## config.mk

```make
export PLATFORM = sky130hd
export DESIGN_NAME = div_unit_32b
export DESIGN_NICKNAME = d
export VERILOG_FILES = /design/src/rtl/div_unit_pkg.sv /design/src/rtl/div_unit_dpath.sv /design/src/rtl/div_unit_32b.sv
export SDC_FILE = /design/constraint.sdc
export NUM_CORES = 1
export LEC_CHECK = 0
export CORE_ASPECT_RATIO = 1.5
export CORE_MARGIN = 4
export CORE_UTILIZATION = 50
export CTS_CLUSTER_SIZE = 20
export DETAILED_ROUTE_END_ITERATION = 6
export PLACE_DENSITY = 0.76
export SLEW_MARGIN = 40
export SYNTH_ARGS = -nofsm -noshare
export SYNTH_HDL_FRONTEND = slang
export SYNTH_SLANG_ARGS = --single-unit
```

## constraint.sdc

```tcl
create_clock -name clk -period 4.9 [get_ports clk]
set_input_delay 1.225 -clock clk [delete_from_list [all_inputs] [get_ports clk]]
set_output_delay 1.225 -clock clk [all_outputs]
set_load 0.01 [all_outputs]
```

## src/rtl/div_unit_pkg.sv

```systemverilog
// Shared state type and counter width for the div_unit_32b divider.
package div_unit_pkg;

  typedef enum logic [1:0] {
    IDLE,
    CALC,
    DONE
  } state_t;

  // Enough bits to count all quotient steps of a 32-bit divide.
  localparam int CNT_W = 6;

endpackage

```

## src/rtl/div_unit_dpath.sv

```systemverilog
// Datapath for the restoring divider: remainder, quotient/dividend shift register,
// divisor register and the nbits+1-bit trial subtractor.
module div_unit_dpath
  import div_unit_pkg::*;
#(
  parameter int nbits = 32
) (
  input  logic             clk,
  input  logic             reset,
  input  logic             load,
  input  logic             load_zero,
  input  logic             step,
  input  logic [nbits-1:0] dividend,
  input  logic [nbits-1:0] divisor,
  output logic [nbits-1:0] quot,
  output logic [nbits-1:0] rem
);

  logic [nbits-1:0] rem_q;
  logic [nbits-1:0] quot_q;
  logic [nbits-1:0] divisor_q;
  logic [nbits:0]   shifted;
  logic [nbits:0]   diff;

  // quot_q starts out holding the dividend; its MSB feeds the remainder each step.
  always_comb begin
    shifted = {rem_q, quot_q[nbits-1]};
    diff    = shifted - {1'b0, divisor_q};
  end

  always_ff @(posedge clk or posedge reset) begin
    if (reset) begin
      rem_q     <= '0;
      quot_q    <= '0;
      divisor_q <= '0;
    end else if (load_zero) begin
      rem_q     <= dividend;
      quot_q    <= '1;
      divisor_q <= divisor;
    end else if (load) begin
      rem_q     <= '0;
      quot_q    <= dividend;
      divisor_q <= divisor;
    end else if (step) begin
      rem_q  <= diff[nbits] ? shifted[nbits-1:0] : diff[nbits-1:0];
      quot_q <= {quot_q[nbits-2:0], ~diff[nbits]};
    end
  end

  assign quot = quot_q;
  assign rem  = rem_q;

endmodule

```

## src/rtl/div_unit_32b.sv

```systemverilog
// Unsigned sequential divider with valid/ready handshakes, one quotient bit per cycle.
// Define DIV_UNIT_EARLY_ZERO_EN to finish divide-by-zero in one cycle.
module div_unit_32b
  import div_unit_pkg::*;
#(
  parameter int nbits = 32
) (
  input  logic             clk,
  input  logic             reset,
  input  logic             in_val,
  output logic             in_rdy,
  input  logic [nbits-1:0] in_dividend,
  input  logic [nbits-1:0] in_divisor,
  output logic             out_val,
  input  logic             out_rdy,
  output logic [nbits-1:0] out_quot,
  output logic [nbits-1:0] out_rem
);

  state_t           state_q, state_d;
  logic [CNT_W-1:0] cnt_q;
  logic             accept;
  logic             zero_div;
  logic             load;
  logic             load_zero;
  logic             step;
  logic [nbits-1:0] dp_quot;
  logic [nbits-1:0] dp_rem;

`ifdef DIV_UNIT_EARLY_ZERO_EN
  assign zero_div = (in_divisor == '0);
`else
  assign zero_div = 1'b0;
`endif

  always_ff @(posedge clk or posedge reset) begin
    if (reset) begin
      state_q <= IDLE;
      cnt_q   <= '0;
    end else begin
      state_q <= state_d;
      if (accept) begin
        cnt_q <= '0;
      end else if (state_q == CALC) begin
        cnt_q <= cnt_q + CNT_W'(1);
      end
    end
  end

  // in_rdy is masked by reset so nothing is offered while reset is held.
  always_comb begin
    state_d   = state_q;
    in_rdy    = 1'b0;
    out_val   = 1'b0;
    accept    = 1'b0;
    load      = 1'b0;
    load_zero = 1'b0;
    step      = 1'b0;
    case (state_q)
      IDLE: begin
        in_rdy = ~reset;
        if (in_val && in_rdy) begin
          accept    = 1'b1;
          load      = ~zero_div;
          load_zero = zero_div;
          state_d   = zero_div ? DONE : CALC;
        end
      end
      CALC: begin
        step = 1'b1;
        if (cnt_q == CNT_W'(nbits - 1)) begin
          state_d = DONE;
        end
      end
      DONE: begin
        out_val = 1'b1;
        if (out_rdy) begin
          state_d = IDLE;
        end
      end
      default: state_d = IDLE;
    endcase
  end

  div_unit_dpath #(
    .nbits(nbits)
  ) u_dpath (
    .clk      (clk),
    .reset    (reset),
    .load     (load),
    .load_zero(load_zero),
    .step     (step),
    .dividend (in_dividend),
    .divisor  (in_divisor),
    .quot     (dp_quot),
    .rem      (dp_rem)
  );

  assign out_quot = (state_q == DONE) ? dp_quot : '0;
  assign out_rem  = (state_q == DONE) ? dp_rem  : '0;

endmodule

```

==> reports/qor_table.md, run 1 <==
| Step | Metric | This run |
|:---|:---|:---|
| status | Outcome | completed |
| power and ir drop | Leakage power figure | 3.66 nW |
| worst setup path | Max stage delay on crit path | 0.60 ns |
| timing | Part of the cycle the worst path needs | 0.806 |
| clock tree | Number of buffers created by CTS | 9 |
| run | Max-cap violations | 0 |
| placement | Routability congestion estimate | 0.940 |
| global route | Maximum number of pins on one net before global-route repair | 93 |
| clock tree | Clock latency at the later pin of the worst-skew pair | 0.35 ns |
| power and ir drop | Power Density | 799 nW/um^2 |
| logic synthesis | Number of flops mapped to enable cells by yosys | 0 |
| timing | Time the worst path needs with I/O delays and setup | 3.95 ns |
| global route | Global-route total usage across every layer | 0.241 |
| die | Row Count | 50 |
| placement | HPWL reported at the end of detailed placement | 12500 um |
| clock tree | Clock-pin slew on the worst setup and hold paths | 0.07 ns |
| logic synthesis | Share of flip-flops with an asynchronous set or reset after synthesis | 1.00 |
| worst setup path | Worst reg2reg setup slack | 0.97 ns |
| timing | Number of max-slew violations in the final report | 0 |
| routing | Via count normalized by instance count | 5.75 |
| placement | Buffers added on ports | 133 |
| clock tree | CTS Hold Buffers Added | 0 |
| logic synthesis | Syn Area/Cell | 8.68 sq um |
| placement | Instance count after placement with tap cells included | 1013 |
| min path | Class of the tightest hold or removal check | reg -> reg |
| routing | Drt wl/cell | 16.8 um |
| worst setup path | Maximum net fanout on the critical path | 34 |
| worst setup path | Critical Setup Path Class | reg -> out |
| worst setup path | Nature of the critical path startpoint | flip-flop |
| routing | DRT Wirelength | 17200 um |
| timing | Unrepaired setup endpoints after global routing | no |
| worst setup path | Source of the worst register-to-register timing path | u_dpath.quot[31] |
| final layout | Number of standard cells in the final layout excluding fillers | 1029 |
| final layout | Share of layout cells above drive strength 1 | 0.0481 |
| final layout | Post-route core utilization | 0.657 |
| logic synthesis | Share of the yosys chip area belonging to registers | 0.398 |
| global route | Wire length of the first global-routing pass | 29500 um |
| routing | Number of remaining DRC errors | 0 |
| logic synthesis | Netlist area before placement | 6540 sq um |
| timing | Slew of the pin with the lowest slew margin | 0.755 ns |
| routing | DRC violation total after the first TritonRoute iteration | 306 |
| logic synthesis | Dominant register cell in the synthesized netlist | sky130_fd_sc_hd__dfrtp_1 |
| worst setup path | End of the worst register-to-register path | u_dpath.rem[11] |
| global route | Antenna violations before repair | 0 |
| clock tree | Number of gates given a new drive strength after cts | 0 |
| worst setup path | Slowest cell on the critical path | sky130_fd_sc_hd__clkinv_1 |
| clock tree | Clk sinks | 104 |
| logic synthesis | Warning count from the yosys run | 0 |
| global route | Number of global-route vias before repair | 6237 |
| clock tree | Clock Tree Buf Depth | 2 |
| worst setup path | Critical path cell sequence | nand2b_1 -> clkinv_1 -> buf_4 -> and2_1 -> clkdlybuf4s50_1 |
| worst setup path | Element type at the critical path end | primary output |
| die | Vertical extent of the die | 148 um |
| logic synthesis | Mapped Nets | 856 |
| worst setup path | Number of cell instances on the worst register-to-register path | 14 |
| timing | Worst rel slew slack | 0.497 |
| logic synthesis | Number of distinct standard cells referenced by the synthesized netlist | 62 |
| routing | Number of iterations in the first detailed-routing pass | 5 |
| clock tree | Total setup buffers inserted after CTS | 0 |
| placement | Placement-stage cell area | 7980 sq um |
| final layout | N_diodes | 0 |
| routing | Routed via count | 5918 |
| clock tree | Root buffer cell | sky130_fd_sc_hd__clkbuf_16 |
| logic synthesis | #FFs+latches synth | 104 |
| power and ir drop | Maximum ir drop on the vdd rail | 0.465 mV |
| final layout | Layout fillers | 1064 |
| timing | FMAX | 0.253 GHz |
| timing | Final setup skew | 0.00773 ns |
| final layout | Layout-stage area growth over the synthesis result | 26.8% |
| routing | Antenna violation net count after detailed routing | 0 |
| worst setup path | Setup crit start | state_q[1] |
| timing | Total setup violations reported at the end of the flow | 0 |
| die | Die X | 101 um |
| clock tree | TritonCTS clock tree | built |
| die | Core footprint | 12600 sq um |
| worst setup path | Worst path depth | 5 |
| timing | Setup TNS after final layout | 0 ns |
| worst setup path | Arrival @ worst endpoint | 2.72 ns |
| final layout | Number of nets in the layout | 970 |
| die | Initial core utilization | 0.518 |
| die | Die Footprint | 15000 sq um |
| worst setup path | End point of the critical path | out_quot[2] |
| power and ir drop | PnR Total Power | 6.63 mW |
| logic synthesis | Cell count after synthesis | 754 |
| worst setup path | Required time at the worst-slack endpoint | 3.67 ns |
| clock tree | H-Tree Level Count | 3 |
| final layout | Fin area | 8300 sq um |
| worst setup path | Worst Path Buf+Inv | 3 |
| timing | Final-report hold violation count | 0 |
| worst setup path | Largest delay contributor family on the critical path | buffers and inverters |
| global route | Remaining global-route overflow | 0 |
| die | Io pins | 134 |
layout by cell type, fill, tap and decap left out, types with 2 or more instances in the layout:
cell	count
sky130_fd_sc_hd__nand4_1	4
sky130_fd_sc_hd__xor2_1	12
sky130_fd_sc_hd__o211ai_2	2
sky130_fd_sc_hd__a31o_2	2
sky130_fd_sc_hd__a311oi_1	2
sky130_fd_sc_hd__nand2b_1	4
sky130_fd_sc_hd__a2111o_1	2
sky130_fd_sc_hd__nor2b_1	4
sky130_fd_sc_hd__a21oi_1	27
sky130_fd_sc_hd__and2_1	63
sky130_fd_sc_hd__ha_1	33
sky130_fd_sc_hd__and4_1	2
sky130_fd_sc_hd__a21boi_0	3
sky130_fd_sc_hd__buf_4	6
sky130_fd_sc_hd__o21ai_1	29
sky130_fd_sc_hd__o2111ai_1	2
sky130_fd_sc_hd__o21a_1	9
sky130_fd_sc_hd__o211ai_1	6
sky130_fd_sc_hd__mux2i_1	27
sky130_fd_sc_hd__nand2_1	146
sky130_fd_sc_hd__a22oi_1	28
sky130_fd_sc_hd__dfrtp_1	104
sky130_fd_sc_hd__a211oi_1	3
sky130_fd_sc_hd__nor2_1	21
sky130_fd_sc_hd__nand3_1	16
sky130_fd_sc_hd__a2bb2oi_1	4
sky130_fd_sc_hd__o31ai_1	3
sky130_fd_sc_hd__xnor2_1	12
sky130_fd_sc_hd__a21o_2	2
sky130_fd_sc_hd__clkdlybuf4s50_1	133
sky130_fd_sc_hd__inv_1	38
sky130_fd_sc_hd__nor3_1	6
sky130_fd_sc_hd__a31oi_1	7
sky130_fd_sc_hd__a21o_1	9
sky130_fd_sc_hd__o21ai_0	55
sky130_fd_sc_hd__clkinv_4	2
sky130_fd_sc_hd__clkbuf_16	9
Yosys cell counts (2+ instances only):
master / number / area share
sky130_fd_sc_hd__a2111o_1: 2 / 0.0034
sky130_fd_sc_hd__a211oi_1: 3 / 0.0034
sky130_fd_sc_hd__a21boi_0: 3 / 0.0034
sky130_fd_sc_hd__a21o_1: 9 / 0.010
sky130_fd_sc_hd__a21o_2: 2 / 0.0027
sky130_fd_sc_hd__a21oi_1: 27 / 0.021
sky130_fd_sc_hd__a22oi_1: 28 / 0.032
sky130_fd_sc_hd__a2bb2oi_1: 4 / 0.0054
sky130_fd_sc_hd__a311oi_1: 2 / 0.0027
sky130_fd_sc_hd__a31o_2: 2 / 0.0027
sky130_fd_sc_hd__a31oi_1: 7 / 0.0067
sky130_fd_sc_hd__and2_1: 64 / 0.061
sky130_fd_sc_hd__and4_1: 2 / 0.0027
sky130_fd_sc_hd__buf_1: 2 / 0.0011
sky130_fd_sc_hd__buf_12: 2 / 0.0061
sky130_fd_sc_hd__buf_2: 2 / 0.0015
sky130_fd_sc_hd__clkbuf_1: 31 / 0.018
sky130_fd_sc_hd__dfrtp_1: 104 / 0.40
sky130_fd_sc_hd__ha_1: 33 / 0.063
sky130_fd_sc_hd__inv_1: 40 / 0.023
sky130_fd_sc_hd__mux2i_1: 27 / 0.041
sky130_fd_sc_hd__nand2_1: 146 / 0.084
sky130_fd_sc_hd__nand2b_1: 4 / 0.0038
sky130_fd_sc_hd__nand3_1: 16 / 0.012
sky130_fd_sc_hd__nand4_1: 4 / 0.0038
sky130_fd_sc_hd__nor2_1: 22 / 0.013
sky130_fd_sc_hd__nor2b_1: 5 / 0.0048
sky130_fd_sc_hd__nor3_1: 6 / 0.0046
sky130_fd_sc_hd__o2111ai_1: 2 / 0.0027
sky130_fd_sc_hd__o211ai_1: 6 / 0.0069
sky130_fd_sc_hd__o211ai_2: 2 / 0.0038
sky130_fd_sc_hd__o21a_1: 9 / 0.010
sky130_fd_sc_hd__o21ai_0: 55 / 0.042
sky130_fd_sc_hd__o21ai_1: 29 / 0.022
sky130_fd_sc_hd__o31ai_1: 3 / 0.0034
sky130_fd_sc_hd__xnor2_1: 12 / 0.016
sky130_fd_sc_hd__xor2_1: 12 / 0.016
routing by layer:
metal / vias up / wire (um) / share of wire / track usage
li1: 2842 / - / - / -
met1: 2835 / 7000 / 0.41 / 0.292
met2: 200 / 8800 / 0.51 / 0.417
met3: 41 / 1010 / 0.058 / 0.0549
met4: 0 / 435 / 0.025 / 0.0805
met5: - / 0 / 0 / 0
worst min path at each step:
stage | start | endpoint | slack [ns] | depth (start not counted)
final | u_dpath.quot[31] | u_dpath.quot[31] | 0.49 | 2
after global routing | u_dpath.quot[31] | u_dpath.quot[31] | 0.52 | 2
after CTS | u_dpath.quot[31] | u_dpath.quot[31] | 0.49 | 2
after detailed placement | u_dpath.quot[31] | u_dpath.quot[31] | 0.47 | 2
after global placement | u_dpath.quot[31] | u_dpath.quot[31] | 0.46 | 2
after floorplan | u_dpath.quot[31] | u_dpath.quot[31] | 0.45 | 2
through the flow:
| step | hold slack, ns | worst slack [ns] |
|---|---|---|
| finish | 0.488 | 0.951 |
| detailed placement | 0.469 | 1.06 |
| floorplan | 0.446 | 0.943 |
| global route | 0.524 | 0.778 |
| CTS | 0.486 | 0.923 |
| global placement | 0.461 | 1.16 |
power breakdown:
part | switching (mW) | internal, mW | leakage (nW) | total (mW)
registers | 0.325 | 1.32 | 1.28 | 1.64
clock network | 0.347 | 0.418 | 0.151 | 0.765
logic | 2.37 | 1.86 | 2.23 | 4.22
kinds of logic (layout without fill, tap and decap cells):
family                   after synthesis  after routing  share of synthesized area
adder cells (fa/ha/maj)               34             34                     0.0662
multiplexers                          27             27                     0.0413
AO/OA/AOI/OAI                        210            210                      0.209
AND/OR/NAND/NOR                      276            276                      0.197
buffers and inverters                 78            197                     0.0518
flip-flops                           104            104                      0.398
XOR/XNOR                              25             25                     0.0363
worst min-delay path: stages, from the launching register on:
cell and delay, ns:
sky130_fd_sc_hd__dfrtp_1 0.35, sky130_fd_sc_hd__nand2_1 0.06, sky130_fd_sc_hd__nand2_1 0.06
state kept, by name, summed over array words and instances (netlist names):
signal	flops
cnt_q	6
u_dpath.quot	32
u_dpath.divisor_q	32
u_dpath.rem	32
state_q	2
area by class of cell:
cell class | count | area (sq um) | share of cell area
multi-input combinational | 572 | 3620 | 0.436
sequential | 104 | 2600 | 0.314
timing repair buffer | 141 | 1420 | 0.171
clock buffer | 10 | 239 | 0.0288
tap | 156 | 195 | 0.0235
inverter | 40 | 153 | 0.0184
clock inverter | 6 | 75.1 | 0.00905
No activity file was read; power rests on OpenSTA's default activity.
==> run 2: changes to the inputs <==
Clock period 4.9 ns to 3.9 ns, I/O delays scaled along.
==> run 2 against run 1 <==
Core utilization decreased by 0.069 points. Cell count is essentially flat. Routed wire length fell by 2.0%. Non-clock buffer count grew 2. Critical endpoint is now u_dpath.rem[26]. Largest power group unchanged. Highest routed layer unchanged.
==> reports/qor_table.md, run 2 (same netlist as run 1, synthesis figures left out) <==
| Step | Metric | This run | Delta |
|:---|:---|:---|:---|
| power and ir drop | Leakage power figure | 3.66 nW | about the same |
| final layout | Layout fillers | 1046 | -1.7% |
| routing | Routed via count | 5781 | -2.3% |
| routing | Drt wl/cell | 16.4 um | -2.1% |
| placement | Placement-stage cell area | 8010 sq um | +0.41% |
| status | Outcome | completed |  |
| power and ir drop | Maximum ir drop on the vdd rail | 0.687 mV | +48% |
| routing | Antenna violation net count after detailed routing | 0 | unchanged |
| power and ir drop | Switching power share of the total | 0.459 | +0.000830 |
| final layout | Layout-stage area growth over the synthesis result | 26.7% |  |
| power and ir drop | Clock network power share | 0.106 | -0.009 |
| clock tree | Clk sinks | 104 | unchanged |
| timing | Part of the cycle the worst path needs | 0.865 |  |
| power and ir drop | Internal | 4.47 mW | +25% |
| timing | Worst hold slack across all endpoints | 0.482 ns | -0.00644 ns |
| power and ir drop | Power share of the combinational group | 0.645 | +0.008 |
| placement | HPWL reported at the end of detailed placement | 12100 um | -2.8% |
| global route | Antenna violations before repair | 0 | unchanged |
| clock tree | Number of gates given a new drive strength after cts | 0 | unchanged |
| worst setup path | Maximum net fanout on the critical path | 4 | -88% |
| worst setup path | Critical Setup Path Class | reg -> reg |  |
| die | Vertical extent of the die | 148 um | unchanged |
| clock tree | Clock Tree Buf Depth | 2 | unchanged |
| timing | Setup TNS after final layout | 0 ns | unchanged |
| routing | Via count normalized by instance count | 5.61 | -2.4% |
| worst setup path | Worst reg2reg setup slack | 0.53 ns | -0.44 ns |
| worst setup path | Max stage delay on crit path | 0.55 ns | -0.05 ns |
| worst setup path | Arrival @ worst endpoint | 3.61 ns | +0.89 ns |
| power and ir drop | Power Density | 998 nW/um^2 | +25% |
| clock tree | Root buffer cell | sky130_fd_sc_hd__clkbuf_16 |  |
| routing | DRC violation total after the first TritonRoute iteration | 210 | -31% |
| timing | Total setup violations reported at the end of the flow | 0 | unchanged |
| routing | Number of iterations in the first detailed-routing pass | 5 | unchanged |
| global route | Global-route total usage across every layer | 0.231 | -0.00967 |
| die | Die X | 101 um | unchanged |
| routing | Number of remaining DRC errors | 0 | unchanged |
| final layout | Area of the multi-input gates | 3620 sq um | unchanged |
| worst setup path | Largest delay contributor family on the critical path | compound AO/OA/AOI/OAI gates |  |
| routing | DRT Wirelength | 16900 um | -2.0% |
| clock tree | CTS Hold Buffers Added | 0 | unchanged |
| worst setup path | Source of the worst register-to-register timing path | u_dpath.quot[31] |  |
| power and ir drop | Sequential cell fraction of total power | 0.249 | about the same |
| global route | Global-route met3 utilization | 0.0502 | -0.00469 |
| die | Die Footprint | 15000 sq um | unchanged |
| min path | Number of cells on the worst hold path | 2 | unchanged |
| run | Max-cap violations | 0 | unchanged |
| timing | Final setup skew | 0.00852 ns | +0.000799 ns |
| timing | Time the worst path needs with I/O delays and setup | 3.37 ns |  |
| timing | Number of max-slew violations in the final report | 0 | unchanged |
| min path | Worst Hold Endpoint | u_dpath.quot[31] |  |
| global route | Busiest metal layer after global routing | met2 |  |
| timing | Unrepaired setup endpoints after global routing | no |  |
| placement | Routability congestion estimate | 0.917 | -2.5% |
| clock tree | TritonCTS clock tree | built |  |
| timing | Final-report hold violation count | 0 | unchanged |
| global route | M2 GR Usage | 0.398 | -0.0197 |
| timing | Slew of the pin with the lowest slew margin | 0.759 ns | +0.00441 ns |
| global route | Met1 Use GR | 0.288 | -0.00330 |
| worst setup path | Element type at the critical path end | flip-flop |  |
| die | Row Count | 50 | unchanged |
| final layout | Share of layout cells above drive strength 1 | 0.0492 | +0.00109 |
| worst setup path | CP most frequent cell | sky130_fd_sc_hd__inv_1 |  |
| final layout | Leading cell type in the layout, fill and taps excluded | sky130_fd_sc_hd__nand2_1 |  |
| clock tree | Number of buffers created by CTS | 9 | unchanged |
| worst setup path | Number of cell instances on the worst register-to-register path | 13 | -1 |
| final layout | Number of standard cells in the final layout excluding fillers | 1030 | +0.097% |
| timing | Worst rel slew slack | 0.493 | -0.00416 |
| min path | Start point of the worst hold path | u_dpath.quot[31] |  |
| power and ir drop | PnR Total Power | 8.27 mW | +25% |
| timing | FMAX | 0.297 GHz |  |
| worst setup path | Critical path cell sequence | inv_1 -> ha_1 -> inv_1 -> fa_1 -> a211oi_1 -> o211ai_2 -> a221oi_2 -> buf_4 -> o2111ai_1 -> a311oi_1 -> o21ai_0 -> xnor2_1 -> o21ai_1 |  |
| placement | Buffers added on ports | 133 | unchanged |
| final layout | Commonest cells after routing, fill and taps aside | sky130_fd_sc_hd__nand2_1, sky130_fd_sc_hd__clkdlybuf4s50_1, sky130_fd_sc_hd__dfrtp_1 |  |
| worst setup path | Slowest cell on the critical path | sky130_fd_sc_hd__a311oi_1 |  |
| global route | Maximum number of pins on one net before global-route repair | 93 | unchanged |
| global route | Wire length of the first global-routing pass | 28500 um | -3.4% |
| final layout | Sequential Area | 2600 sq um | unchanged |
| power and ir drop | Power spent charging and discharging nets | 3.80 mW | +25% |
| clock tree | Clock latency at the later pin of the worst-skew pair | 0.35 ns | about the same |
| clock tree | H-Tree Level Count | 3 | unchanged |
| worst setup path | Nature of the critical path startpoint | flip-flop |  |
| global route | Remaining global-route overflow | 0 | unchanged |
| die | Io pins | 134 | unchanged |
| final layout | Fin area | 8290 sq um | -0.11% |
| worst setup path | Worst Path Buf+Inv | 3 | unchanged |
| die | Core footprint | 12600 sq um | unchanged |
| final layout | N_diodes | 0 | unchanged |
| die | Initial core utilization | 0.518 | unchanged |
| min path | Class of the tightest hold or removal check | reg -> reg |  |
| worst setup path | End of the worst register-to-register path | u_dpath.rem[26] |  |
| clock tree | Clock-pin slew on the worst setup and hold paths | 0.07 ns | about the same |
| global route | Number of global-route vias before repair | 5970 | -4.3% |
| clock tree | Total setup buffers inserted after CTS | 0 | unchanged |
| final layout | Number of nets in the layout | 972 | +0.21% |
| placement | Instance count after placement with tap cells included | 1015 | +0.20% |
| worst setup path | Required time at the worst-slack endpoint | 4.14 ns | +0.47 ns |
-- run 2: cell count changes in the layout (fill, tap and decap cells not counted), sizes merged --
cell | previous run | this run
bufinv | 1 | 0
clkbuf | 10 | 9
buf | 8 | 10
clkinv | 3 | 1
inv | 41 | 44
-- run 2: power by group through the flow --
| stage | sequential (mW) | clock, mW | combinational [mW] |
|---|---|---|---|
| floorplan | 1.94 | 0 | 4.41 |
| global placement | 2.06 | 0 | 5.09 |
| detailed placement | 2.07 | 0 | 5.30 |
| CTS | 2.06 | 0.884 | 5.34 |
| global route | 2.13 | 0.929 | 5.96 |
| finish | 2.06 | 0.873 | 5.33 |
-- run 2: final cells by class --
| type | instances | area share |
|---|---|---|
| Clock buffer | 9 | 0.0272 |
| Clock inverter | 6 | 0.00619 |
| Inverter | 40 | 0.0184 |
| Multi-Input combinational cell | 572 | 0.436 |
| Sequential cell | 104 | 0.314 |
| Tap cell | 156 | 0.0236 |
| Timing Repair Buffer | 143 | 0.174 |
-- run 2: stage by stage --
step	util	setup slack [ns]
2_1_floorplan	-	0.193
3_3_place_gp	0.634	0.639
3_5_place_dp	0.634	0.546
4_1_cts	0.656	0.535
5_1_grt	0.656	0.318
6_report	0.656	0.528
-- run 2: tightest hold or removal path: stages, from the launching register on --
cell                      delay [ns]
sky130_fd_sc_hd__dfrtp_1        0.34
sky130_fd_sc_hd__nand2_1        0.05
sky130_fd_sc_hd__nand2_1        0.06
-- run 2: layer usage --
layer	part of all wire	routed length, um
met1	0.42	7060
met2	0.51	8610
met3	0.056	951
met4	0.016	278
met5	0	0
-- run 2: worst max-delay path by stage --
stage / start / to / slack, ns / cells past startpoint
after floorplan: reset / cnt_q[0] / 0.19 / 1
after global placement: u_dpath.quot[31] / u_dpath.rem[26] / 0.64 / 13
after detailed placement: u_dpath.quot[31] / u_dpath.rem[18] / 0.55 / 15
after CTS: u_dpath.quot[31] / u_dpath.rem[18] / 0.54 / 15
after global routing: u_dpath.quot[31] / u_dpath.rem[30] / 0.32 / 15
final: u_dpath.quot[31] / u_dpath.rem[26] / 0.53 / 13
==> run 3: changes to the inputs <==
Settings changed: CORE_MARGIN 4 to 8, TNS_END_PERCENT set to 50.
==> run 3 against run 2 <==
Register-to-register slack worse by 0.16 ns. Clock-buffer cell count did not move. Power is essentially flat. Sequential power about the same. Sequential cell count did not move. Critical path depth did not move. Combinational power is essentially flat. Highest routed layer unchanged.
==> reports/qor_table.md, run 3 (same netlist as run 1, synthesis figures left out) <==
| Step | Metric | This run | Delta |
|:---|:---|:---|:---|
| placement | Routability congestion estimate | 0.907 | -1.1% |
| clock tree | H-Tree Level Count | 3 | unchanged |
| worst setup path | End of the worst register-to-register path | u_dpath.rem[26] |  |
| placement | Buffers added on ports | 133 | unchanged |
| clock tree | Root buffer cell | sky130_fd_sc_hd__clkbuf_16 |  |
| clock tree | Clock Tree Buf Depth | 2 | unchanged |
| routing | DRC violation total after the first TritonRoute iteration | 267 | +27% |
| min path | Class of the tightest hold or removal check | reg -> reg |  |
| clock tree | Clock latency at the later pin of the worst-skew pair | 0.35 ns | about the same |
| worst setup path | Source of the worst register-to-register timing path | u_dpath.quot[31] |  |
| clock tree | Clock-pin slew on the worst setup and hold paths | 0.08 ns | about the same |
| die | Die X | 109 um | +7.9% |
| power and ir drop | Clock network power share | 0.105 | about the same |
| timing | Time the worst path needs with I/O delays and setup | 3.53 ns | +0.159 ns |
| global route | Remaining global-route overflow | 0 | unchanged |
| die | Row Count | 51 | +2.0% |
| min path | Number of cells on the worst hold path | 2 | unchanged |
| final layout | Commonest cells after routing, fill and taps aside | sky130_fd_sc_hd__nand2_1, sky130_fd_sc_hd__clkdlybuf4s50_1, sky130_fd_sc_hd__dfrtp_1 |  |
| clock tree | TritonCTS clock tree | built |  |
| routing | Number of remaining DRC errors | 0 | unchanged |
| timing | Worst rel slew slack | 0.488 | -0.00481 |
| timing | Part of the cycle the worst path needs | 0.905 | +0.0408 |
| power and ir drop | Power share of the combinational group | 0.647 | +0.002 |
| run | Max-cap violations | 0 | unchanged |
| die | Io pins | 134 | unchanged |
| worst setup path | Critical Setup Path Class | reg -> reg |  |
| global route | Antenna violations before repair | 0 | unchanged |
| placement | Placement-stage cell area | 7990 sq um | -0.27% |
| die | Die Footprint | 17100 sq um | +14% |
| status | Outcome | completed |  |
| final layout | Layout fillers | 1084 | +3.6% |
| timing | Slew of the pin with the lowest slew margin | 0.768 ns | +0.00905 ns |
| routing | Antenna violation net count after detailed routing | 0 | unchanged |
| routing | Drt wl/cell | 16.7 um | +2.0% |
| final layout | Leading cell type in the layout, fill and taps excluded | sky130_fd_sc_hd__nand2_1 |  |
| die | Vertical extent of the die | 156 um | +5.4% |
| final layout | Post-route core utilization | 0.642 | -0.0140 |
| clock tree | CTS Hold Buffers Added | 0 | unchanged |
| worst setup path | Required time at the worst-slack endpoint | 4.13 ns | about the same |
| clock tree | Number of buffers created by CTS | 9 | unchanged |
| routing | Routed via count | 5814 | +0.57% |
| power and ir drop | Internal | 4.47 mW | about the same |
| timing | Setup TNS after final layout | 0 ns | unchanged |
| final layout | Share of layout cells above drive strength 1 | 0.0481 | -0.00109 |
| worst setup path | Nature of the critical path startpoint | flip-flop |  |
| timing | FMAX | 0.283 GHz | -4.5% |
| power and ir drop | Power Density | 998 nW/um^2 | about the same |
| power and ir drop | Switching power share of the total | 0.459 | about the same |
| final layout | N_diodes | 0 | unchanged |
| timing | Final setup skew | 0.0161 ns | +0.00754 ns |
| routing | DRT Wirelength | 17300 um | +2.2% |
| timing | Number of max-slew violations in the final report | 0 | unchanged |
| die | Core footprint | 12900 sq um | +2.0% |
| clock tree | Number of gates given a new drive strength after cts | 0 | unchanged |
| final layout | Fin area | 8270 sq um | -0.18% |
| timing | Final-report hold violation count | 0 | unchanged |
| placement | HPWL reported at the end of detailed placement | 12600 um | +3.5% |
| final layout | Number of nets in the layout | 971 | -0.10% |
| power and ir drop | Leakage power figure | 3.65 nW | -0.40% |
| worst setup path | Number of cell instances on the worst register-to-register path | 13 | unchanged |
| timing | Total setup violations reported at the end of the flow | 0 | unchanged |
| die | Initial core utilization | 0.508 | -0.0102 |
| min path | Worst Hold Endpoint | u_dpath.quot[31] |  |
| worst setup path | Element type at the critical path end | flip-flop |  |
| power and ir drop | Sequential cell fraction of total power | 0.248 | about the same |
| worst setup path | Worst reg2reg setup slack | 0.37 ns | -0.16 ns |
| power and ir drop | Power spent charging and discharging nets | 3.79 mW | -0.13% |
| routing | Via count normalized by instance count | 5.63 | +0.38% |
| worst setup path | Maximum net fanout on the critical path | 3 | -1 |
| routing | Number of iterations in the first detailed-routing pass | 7 | +2 |
| power and ir drop | Maximum ir drop on the vdd rail | 0.617 mV | -10% |
| global route | Wire length of the first global-routing pass | 29000 um | +1.5% |
| clock tree | Clk sinks | 104 | unchanged |
| global route | Maximum number of pins on one net before global-route repair | 93 | unchanged |
| power and ir drop | PnR Total Power | 8.26 mW | about the same |
| final layout | Layout-stage area growth over the synthesis result | 26.4% |  |
| timing | Unrepaired setup endpoints after global routing | no |  |
| min path | Start point of the worst hold path | u_dpath.quot[31] |  |
| global route | Global-route total usage across every layer | 0.208 | -0.0235 |
| worst setup path | Arrival @ worst endpoint | 3.77 ns | +0.16 ns |
| global route | Number of global-route vias before repair | 6042 | +1.2% |
| clock tree | Total setup buffers inserted after CTS | 0 | unchanged |
==> run 3: per-layer routing <==
metal,up-vias,track usage,wire (um)
li1,2839,-,-
met1,2793,0.243,7050
met2,163,0.358,8730
met3,19,0.0575,1220
met4,0,0.0594,276
met5,-,0,0
==> run 3: worst max path at each step <==
stage                           from              end  slack [ns]  cells after the start
floorplan                      reset         cnt_q[0]        0.19                      1
global placement    u_dpath.quot[31]  u_dpath.rem[26]        0.53                     13
detailed placement  u_dpath.quot[31]  u_dpath.rem[23]        0.41                     14
CTS                 u_dpath.quot[31]  u_dpath.rem[23]        0.40                     14
global route        u_dpath.quot[31]  u_dpath.rem[26]        0.12                     13
finish              u_dpath.quot[31]  u_dpath.rem[26]        0.37                     13
==> run 3: per-stage QoR <==
stage               hold slack (ns)  worst slack (ns)  cells
floorplan                     0.446             0.193    754
global placement              0.462             0.531   1017
detailed placement            0.485             0.415   1017
CTS                           0.505             0.397   1032
global route                  0.534             0.123   1032
finish                        0.497             0.369   1032
==> run 3: power by group through the flow <==
stage                     registers, mW  clock network [mW]  logic, mW
after floorplan                    1.94                   0       4.41
after CTS                          2.05               0.877       5.34
final                              2.05               0.867       5.34
after global routing               2.12               0.920       5.92
after detailed placement           2.06                   0       5.31
after global placement             2.04                   0       5.10
==> run 3: final cells by class <==
| type | instances | area, sq um | share of cell area |
|---|---|---|---|
| flip-flops and latches | 104 | 2600 | 0.315 |
| repair buffers | 142 | 1430 | 0.173 |
| clock inverters | 6 | 53.8 | 0.00650 |
| well taps | 159 | 199 | 0.0240 |
| clock buffers | 9 | 225 | 0.0272 |
| multi-input cells | 572 | 3610 | 0.437 |
| inverters | 40 | 153 | 0.0185 |
==> run 3: critical path, stage by stage, from the launching register on <==
cell	delay [ns]
sky130_fd_sc_hd__dfrtp_1	0.38
sky130_fd_sc_hd__inv_1	0.09
sky130_fd_sc_hd__ha_1	0.17
sky130_fd_sc_hd__inv_1	0.06
sky130_fd_sc_hd__fa_1	0.42
sky130_fd_sc_hd__a211oi_1	0.33
sky130_fd_sc_hd__o211ai_2	0.16
sky130_fd_sc_hd__a221oi_2	0.37
sky130_fd_sc_hd__buf_4	0.20
sky130_fd_sc_hd__o2111ai_1	0.20
sky130_fd_sc_hd__a311oi_1	0.54
sky130_fd_sc_hd__o21ai_0	0.20
sky130_fd_sc_hd__xnor2_1	0.19
sky130_fd_sc_hd__o21ai_1	0.09
